===== config.mk =====
export PLATFORM = sky130hd
export DESIGN_NAME = linescanner_capture_sequencer
export DESIGN_NICKNAME = d
export VERILOG_FILES = /design/src/rtl/linescanner_capture_sequencer.sv
export SDC_FILE = /design/constraint.sdc
export NUM_CORES = 1
export LEC_CHECK = 0
export BUFFER_PORTS_ARGS = -buffer_cell sky130_fd_sc_hd__buf_4
export CORE_UTILIZATION = 50
export DETAILED_ROUTE_END_ITERATION = 10
export MAX_ROUTING_LAYER = met4
export PLACE_DENSITY = 0.75
export SETUP_SLACK_MARGIN = 0.2
export SYNTH_ARGS = -nofsm -noshare
export SYNTH_HDL_FRONTEND = slang
export SYNTH_SLANG_ARGS = --single-unit

===== constraint.sdc =====
create_clock -name pixel_clock -period 1.7 [get_ports pixel_clock]
set_input_delay 0.17 -clock pixel_clock [delete_from_list [all_inputs] [get_ports pixel_clock]]
set_output_delay 0.17 -clock pixel_clock [all_outputs]
set_load 0.02 [all_outputs]

===== src/rtl/linescanner_capture_sequencer.sv =====
// linescanner_capture_sequencer
// Line-scan sensor front end. Three independent blocks share one clock:
//   - exposure FSM: times the rst_cvc / rst_cds / sample sequence, either
//     back-to-back (continuous mode) or once per trigger (single-shot mode)
//   - load FSM: after end_adc it waits for the line to finish, leaves a gap
//     and then issues load_pulse, firing once per end_adc assertion
//   - capture path: registers lval-framed pixels with index, line markers
//     and a line-length check
// Ports:
//   pixel_clock, n_reset (async, active-low)
//   enable, single_shot, trigger        exposure control
//   data, lval, end_adc                 sensor inputs
//   rst_cvc, rst_cds, sample, load_pulse sensor controls (all registered)
//   pixel_data, pixel_valid, pixel_index, line_start, line_end,
//   line_len_err                        captured pixel stream
//   seq_busy                            exposure in progress
//   dbg_seq_state, dbg_load_state       current FSM states
// The pixel stream is valid-only: a pixel is transferred on every cycle
// pixel_valid is high, with no backpressure, so downstream must always
// accept it.
module linescanner_capture_sequencer #(
  parameter int DATA_W   = 8,
  parameter int PIXELS   = 1024,
  parameter int T_CVC    = 48,
  parameter int T_CDS    = 7,
  parameter int T_SAMPLE = 48,
  parameter int T_HOLD   = 6,
  parameter int LOAD_GAP = 3,
  parameter int LOAD_W   = 1
) (
  input  logic                       pixel_clock,
  input  logic                       n_reset,
  input  logic                       enable,
  input  logic                       single_shot,
  input  logic                       trigger,
  input  logic [DATA_W-1:0]          data,
  input  logic                       lval,
  input  logic                       end_adc,
  output logic                       rst_cvc,
  output logic                       rst_cds,
  output logic                       sample,
  output logic                       load_pulse,
  output logic [DATA_W-1:0]          pixel_data,
  output logic                       pixel_valid,
  output logic [$clog2(PIXELS)-1:0]  pixel_index,
  output logic                       line_start,
  output logic                       line_end,
  output logic                       line_len_err,
  output logic                       seq_busy,
  output logic [2:0]                 dbg_seq_state,
  output logic [2:0]                 dbg_load_state
);

  localparam int T_MAX_A = (T_CVC > T_CDS) ? T_CVC : T_CDS;
  localparam int T_MAX_B = (T_SAMPLE > T_HOLD) ? T_SAMPLE : T_HOLD;
  localparam int T_MAX   = (T_MAX_A > T_MAX_B) ? T_MAX_A : T_MAX_B;
  localparam int SEQ_CW  = $clog2(T_MAX + 1);
  localparam int LD_MAX  = (LOAD_GAP > LOAD_W) ? LOAD_GAP : LOAD_W;
  localparam int LD_CW   = $clog2(LD_MAX + 1);
  localparam int IDX_W   = $clog2(PIXELS);
  localparam int CNT_W   = $clog2(PIXELS + 1);

  localparam logic [2:0] SEQ_IDLE = 3'd0;
  localparam logic [2:0] SEQ_CVC  = 3'd1;
  localparam logic [2:0] SEQ_CDS  = 3'd2;
  localparam logic [2:0] SEQ_SMP  = 3'd3;
  localparam logic [2:0] SEQ_HOLD = 3'd4;

  localparam logic [2:0] L_WAIT_EOC     = 3'd0;
  localparam logic [2:0] L_WAIT_LVAL    = 3'd1;
  localparam logic [2:0] L_GAP          = 3'd2;
  localparam logic [2:0] L_PULSE        = 3'd3;
  localparam logic [2:0] L_WAIT_EOC_LOW = 3'd4;

  // ---------------- exposure FSM ----------------
  logic [2:0]        seq_q, seq_d;
  logic [SEQ_CW-1:0] scnt_q, scnt_d;
  logic              seq_zero;

  assign seq_zero = (scnt_q == '0);

  // Each timed state loads the shared counter with its length minus one on
  // entry and leaves when the counter reaches zero.
  always_comb begin
    seq_d  = seq_q;
    scnt_d = scnt_q;
    case (seq_q)
      SEQ_IDLE: begin
        if ((!single_shot && enable) || (single_shot && trigger)) begin
          seq_d  = SEQ_CVC;
          scnt_d = SEQ_CW'(T_CVC - 1);
        end
      end
      SEQ_CVC: begin
        if (seq_zero) begin
          seq_d  = SEQ_CDS;
          scnt_d = SEQ_CW'(T_CDS - 1);
        end else begin
          scnt_d = scnt_q - SEQ_CW'(1);
        end
      end
      SEQ_CDS: begin
        if (seq_zero) begin
          seq_d  = SEQ_SMP;
          scnt_d = SEQ_CW'(T_SAMPLE - 1);
        end else begin
          scnt_d = scnt_q - SEQ_CW'(1);
        end
      end
      SEQ_SMP: begin
        if (seq_zero) begin
          seq_d  = SEQ_HOLD;
          scnt_d = SEQ_CW'(T_HOLD - 1);
        end else begin
          scnt_d = scnt_q - SEQ_CW'(1);
        end
      end
      SEQ_HOLD: begin
        if (seq_zero) begin
          seq_d = SEQ_IDLE;
        end else begin
          scnt_d = scnt_q - SEQ_CW'(1);
        end
      end
      default: seq_d = SEQ_IDLE;
    endcase
  end

  // Sensor controls are decoded from the next state so they change on the
  // same edge as the state transition and come straight from flops.
  always_ff @(posedge pixel_clock or negedge n_reset) begin
    if (!n_reset) begin
      seq_q    <= SEQ_IDLE;
      scnt_q   <= '0;
      rst_cvc  <= 1'b1;
      rst_cds  <= 1'b1;
      sample   <= 1'b0;
      seq_busy <= 1'b0;
    end else begin
      seq_q    <= seq_d;
      scnt_q   <= scnt_d;
      rst_cvc  <= (seq_d == SEQ_IDLE);
      rst_cds  <= !((seq_d == SEQ_CDS) || (seq_d == SEQ_SMP) || (seq_d == SEQ_HOLD));
      sample   <= (seq_d == SEQ_SMP);
      seq_busy <= (seq_d != SEQ_IDLE);
    end
  end

  // ---------------- load FSM ----------------
  logic [2:0]       ld_q, ld_d;
  logic [LD_CW-1:0] lcnt_q, lcnt_d;
  logic [2:0]       gap_state;
  logic [LD_CW-1:0] gap_cnt;

  // With a zero gap the pulse starts directly.
  assign gap_state = (LOAD_GAP == 0) ? L_PULSE : L_GAP;
  assign gap_cnt   = (LOAD_GAP == 0) ? LD_CW'(LOAD_W - 1) : LD_CW'(LOAD_GAP - 1);

  always_comb begin
    ld_d   = ld_q;
    lcnt_d = lcnt_q;
    case (ld_q)
      L_WAIT_EOC: begin
        if (end_adc) begin
          if (lval) begin
            ld_d = L_WAIT_LVAL;
          end else begin
            ld_d   = gap_state;
            lcnt_d = gap_cnt;
          end
        end
      end
      L_WAIT_LVAL: begin
        if (!lval) begin
          ld_d   = gap_state;
          lcnt_d = gap_cnt;
        end
      end
      L_GAP: begin
        if (lcnt_q == '0) begin
          ld_d   = L_PULSE;
          lcnt_d = LD_CW'(LOAD_W - 1);
        end else begin
          lcnt_d = lcnt_q - LD_CW'(1);
        end
      end
      L_PULSE: begin
        if (lcnt_q == '0) begin
          ld_d = L_WAIT_EOC_LOW;
        end else begin
          lcnt_d = lcnt_q - LD_CW'(1);
        end
      end
      // end_adc must drop before another load can be armed.
      L_WAIT_EOC_LOW: begin
        if (!end_adc) ld_d = L_WAIT_EOC;
      end
      default: ld_d = L_WAIT_EOC;
    endcase
  end

  always_ff @(posedge pixel_clock or negedge n_reset) begin
    if (!n_reset) begin
      ld_q       <= L_WAIT_EOC;
      lcnt_q     <= '0;
      load_pulse <= 1'b0;
    end else begin
      ld_q       <= ld_d;
      lcnt_q     <= lcnt_d;
      load_pulse <= (ld_d == L_PULSE);
    end
  end

  // ---------------- capture path ----------------
  logic              lval_q;
  logic [CNT_W-1:0]  cnt_q, cnt_d;
  logic              ovf_q, ovf_d;
  logic [DATA_W-1:0] pdata_d;
  logic [IDX_W-1:0]  pidx_d;
  logic              pv_d, ls_d, le_d, err_d;

  // cnt_q counts accepted pixels and saturates at PIXELS; ovf_q remembers
  // that further pixels were dropped, since a saturated count alone would
  // look like a correct line.
  always_comb begin
    cnt_d   = cnt_q;
    ovf_d   = ovf_q;
    pdata_d = pixel_data;
    pidx_d  = pixel_index;
    pv_d    = 1'b0;
    ls_d    = 1'b0;
    le_d    = 1'b0;
    err_d   = 1'b0;
    if (lval) begin
      if (!lval_q) begin
        cnt_d   = CNT_W'(1);
        ovf_d   = 1'b0;
        pv_d    = 1'b1;
        pidx_d  = '0;
        pdata_d = data;
        ls_d    = 1'b1;
      end else if (cnt_q < CNT_W'(PIXELS)) begin
        cnt_d   = cnt_q + CNT_W'(1);
        pv_d    = 1'b1;
        pidx_d  = IDX_W'(cnt_q);
        pdata_d = data;
      end else begin
        ovf_d = 1'b1;
      end
    end else if (lval_q) begin
      le_d  = 1'b1;
      err_d = ovf_q || (cnt_q != CNT_W'(PIXELS));
    end
  end

  always_ff @(posedge pixel_clock or negedge n_reset) begin
    if (!n_reset) begin
      lval_q       <= 1'b0;
      cnt_q        <= '0;
      ovf_q        <= 1'b0;
      pixel_data   <= '0;
      pixel_index  <= '0;
      pixel_valid  <= 1'b0;
      line_start   <= 1'b0;
      line_end     <= 1'b0;
      line_len_err <= 1'b0;
    end else begin
      lval_q       <= lval;
      cnt_q        <= cnt_d;
      ovf_q        <= ovf_d;
      pixel_data   <= pdata_d;
      pixel_index  <= pidx_d;
      pixel_valid  <= pv_d;
      line_start   <= ls_d;
      line_end     <= le_d;
      line_len_err <= err_d;
    end
  end

  assign dbg_seq_state  = seq_q;
  assign dbg_load_state = ld_q;

endmodule


-- Yosys cells after proc, flatten, opt, wreduce, memory -nomap -nowiden
Index checks and enable logic that the tools add are counted.
- add/subtract/negate cells: 3
- order comparisons: 1
- equality and inequality tests: 19
- mux-type cells: 41
- reduce and logical (&&, ||, !) cells: 20
- operators by type and width (cell ; count):
    3-bit 2-to-1 mux ; 10
    6-bit 2-to-1 mux ; 5
    3-bit one-hot mux with 5 select lines ; 2
    6-bit one-hot mux with 5 select lines ; 1
    11-bit 2-to-1 mux ; 2
    3-bit by 2-bit equality test with 1-bit output (second input constant) ; 7
    10-bit 2-to-1 mux ; 2
    8-bit 2-to-1 mux ; 2
    11-bit by 1-bit adder with 11-bit output (second input constant) ; 1
    11-bit less-than comparator (second input constant) ; 1
    1-bit 2-to-1 mux ; 11
    11-bit != test (second input constant) ; 1
    2-bit 2-to-1 mux ; 5
    2-bit != test (second input constant) ; 5
    3-bit equality test (second input constant) ; 3
    3-bit zero test ; 3
    2-bit one-hot mux with 4 select lines ; 1
    3-bit by 1-bit equality test with 1-bit output (second input constant) ; 2
    6-bit zero test ; 1
    3-bit AND reduction ; 2
    6-bit by 1-bit subtractor with 6-bit output (second input constant) ; 1
    5-bit nonzero test ; 1
    1-bit logical OR ; 4
    2-bit AND reduction ; 2
    other kinds (7) ; 9
- register bits: 54
- bits of input ports: 15
- output and inout bits: 33
- word-level logic and storage cells: 102

-- Logic depth before layout (Yosys ltp)
- word-level depth: 9
- mapped depth: 7

-- Worst setup path before layout
Ideal clock, no wire load.
- path kind: register -> register
- start: register scnt_q[0]
- end: register scnt_q[0]
- setup time: 124 ps
- data arrival time: 1652 ps
- data required time: 1576 ps
- slack: -76 ps
- stages on the path, launching flop included: 8
- buffers on the path: 1
- cells stage by stage: dfrtp_1 > inv_1 > ha_1 > nor2b_1 > clkbuf_1 > nand3_1 > o311a_1 > o31a_1
- longest elaborated chain between the ends: 3
- elaborated cells between the ends (all ways): 9
- classes of those cells: add/sub (1); eq/ne (1); mux (5); reduce/logical (2)
- ends and longest elaborated chain (what ; line ; RTL):
    start, declared ; 77 ; logic [SEQ_CW-1:0] scnt_q, scnt_d;
    start signal, assigned ; 141 ; scnt_q <= scnt_d;
    6-bit by 1-bit subtractor with 6-bit output or 6-bit zero test (tied branches) ; - ;
    6-bit 2-to-1 mux (tied with other cells) ; 119 ; if (seq_zero) begin
    6-bit one-hot mux with 5 select lines or 3-bit AND reduction (tied branches) ; - ;
Parallel ways exist; a longest one is shown, timed or not. The select of a mux whose other input is x is not followed.
A chain may end at the register's enable or synchronous reset.

-- Worst setup path after layout
Ends and elaborated chain as after synthesis.

==> qor.yml <==
outcome: "completed"
syn_nets: 305
slowest_stage: "a2111oi_2"
place_congestion: 0.8983
ys_seq_elements: 54
gr-total-overflow: 0
max-vdd-ir-drop_mv: 0.6306
power.density_mw_per_mm2: 836.1
first_pass_iters: 4
p_leak_nw: 1.708
r2r_slack_ns: 0.15
ys_seq_area_share_pct: 49.82
nets: 385
grt_pass1_vias: 2183
ys.flop_type: "dfrtp_1"
hold_viol_final: 0
wirelength_um: 5972
clk_pin_slew_worst_paths_ns: 0.10
io_buffers: 47
drcViolationCount: 0
yosysUniqueCellTypes: 54
critical-path-top-delay-family: "compound AO/OA/AOI/OAI gates"
drv_cap: 0
final_antenna_net_count: 0
timing.final.crit_share_pct: 91.15
synthTopCellsByArea: "dfrtp_1 (48%), nand2_1 (6.2%), a22o_1 (3.5%)"
antennaDiodeCount: 0
layout-drive-gt1-share_pct: 35.89
path_buf_inv: 2
core_area_mm2: 0.005172
clock-root-buffer: "clkbuf_8"
worst-slew-pin-transition_ns: 0.6617
final.fill_count: 390
crit_chain: "inv_2, ha_4, nor2b_4, buf_6, a2111oi_2, a311oi_2, o31a_1"
antenna_found_initial: 0
top_usage_layer: "met2"
finalWorstSetupSlack_ns: 0.1505
finalSetupTns_ns: 0
critPathLaunchType: "flop"
syn2layout_area_growth_pct: 33.10
slew_violations: 0
detail_route.wl_per_cell_um: 13.73
end_kind: "flop"
utilization_pct: 69.93
cts.sinks: 54
critical_path_class: "flop to flop"
die_area_mm2: 0.005734
rows: 26
first_iter_violations: 147
dp_hpwl_um: 3972
initial_utilization_pct: 52.54
stdcell_area_mm2: 0.003617
grt_first_pass_wirelength_um: 9839
clock_path_buffers: 2
relSlewSlack_pct: 55.89
async_flop_share_pct: 100.0
synthTopCellsByCount: "dfrtp_1 (52), nand2_1 (45), nor2_1 (24), inv_1 (20), o21ai_0 (16)"
rsz0062_at_grt: "yes"
routed-via-count: 2320
die_w_um: 75.73
yosys.area.top_type: "dfrtp_1"
clkLatencyLatePin_ns: 0.31
grt_max_degree: 55
fmax_mhz: 645.4
postPlaceCellArea_mm2: 0.003266
die_h_um: 75.73
critPathArrivalTime_ns: 1.76
h-tree-depth: 2
synth_warnings: 0
use_met2_pct: 39.29
met3_usage_pct: 4.497
cts_tree: "yes"
syn_area_per_cell_um2: 9.569
cts_buffers: 5
crit_fanout: 7
netlist.area_leader.share_pct: 47.88
routed_via_density: 5.333
track_usage_pct: 23.95
grt_use_met1_pct: 28.68
syn_inst: 284
syn_area_mm2: 0.002718
finalCriticalPeriod_ns: 1.549
cp.required_ns: 1.91
hold_path.class: "input port to flop"
setup_viol: 0
skew_ns: 0.01149
synth_edf_count: 0
slowest_delay_ns: 0.39
yosysMostFrequentCell: "dfrtp_1"
place_ws_ns: 0.03034
ioPinCount: 48
## cells by family after synthesis
kind of cell               share of synthesized area, %
adders and majority gates                         2.762
xor gates and xnor gates                          3.545
AOI/OAI and AO/OA                                 16.11
buffers and inverters                             5.525
and+or+nand+nor                                   19.57
DFF                                               49.82
muxes                                             2.670
## final timing paths
| check | startpoint | to | cells past startpoint |
|---|---|---|---|
| worst max-delay path | scnt_q[0] | scnt_q[0] | 7 |
| worst min-delay path | data[7] | pixel_data[7] | 3 |
| worst max register to register | scnt_q[0] | scnt_q[0] | 7 |
| worst min register to register | pixel_data[5] | pixel_data[5] | 2 |
| max in group asynchronous | n_reset | cnt_q[5] | 2 |
| min in group asynchronous | n_reset | pixel_index[0] | 2 |
## through the flow
stage	instances	power [mW]	hold slack, ns
after floorplan	284	1.964	-0.1256
after global placement	406	2.201	0.2502
after detailed placement	406	2.236	0.2517
after CTS	426	3.001	0.03681
after global routing	435	3.204	0.05174
final	435	3.024	0.04526
## where the power goes
group          internal, mW  leakage [nW]  total (mW)  switching (mW)
Sequential             1.40         0.674        1.51           0.118
Combinational         0.367         0.986       0.771           0.404
Clock                 0.330        0.0482       0.740           0.410
## worst register-to-register path: cells and delay by family, from the launching register on
family	cells	cell delay, ns
flops	1	0.37
fa+ha+maj	1	0.16
compound gates	3	0.59
buf+inv	2	0.20
simple gates	1	0.12
## placed cells by master, fill, tap and decap left out, drive strengths merged, types with 2 or more instances in the layout
master,instances
clkbuf,7
nor3b,3
or3,3
dfstp,2
nor4,5
inv,21
nor3,5
a21oi,13
nor2b,6
nand3,4
o31a,2
nand2b,2
dfrtp,52
a211oi,3
a22o,11
o211ai,2
nor2,25
buf,87
nand2,45
mux2,2
xnor2,6
xor2,5
mux2i,5
ha,6
o21bai,3
o21ai,16
nand4,4
## final cells by class
type                    instances  area (um2)  share of cell area [%]
inverters                      21       78.83                   2.179
multi-input cells             194        1325                   36.63
clock buffers                   7       86.33                   2.387
repair buffers                 88       674.4                   18.64
flip-flops and latches         54        1360                   37.60
clock inverters                 1       5.005                  0.1384
well taps                      70       87.58                   2.421
## registers in the layout, summed over array words and instances, names as in the netlist, 2 cells and up
signal          count
cnt_q              11
pixel_index        10
pixel_data          8
scnt_q              6
dbg_load_state      3
dbg_seq_state       3
lcnt_q              2
## metal layers
metal  part of all wire, %  vias to the layer above
met1                    45                     1122
met3                   3.6                       12
met5                     0                        -
met2                    49                       53
li1                      -                     1133
met4                   2.3                        0
## repair_timing
action,CTS,global route
setup endpoints to repair,12,13
buffers inserted,11,9
hold buffers,1,0
pin swaps,5,5
hold endpoints to repair,52,0
gates resized for setup,13,13
Note: power is estimated with default switching activity, not from simulation.
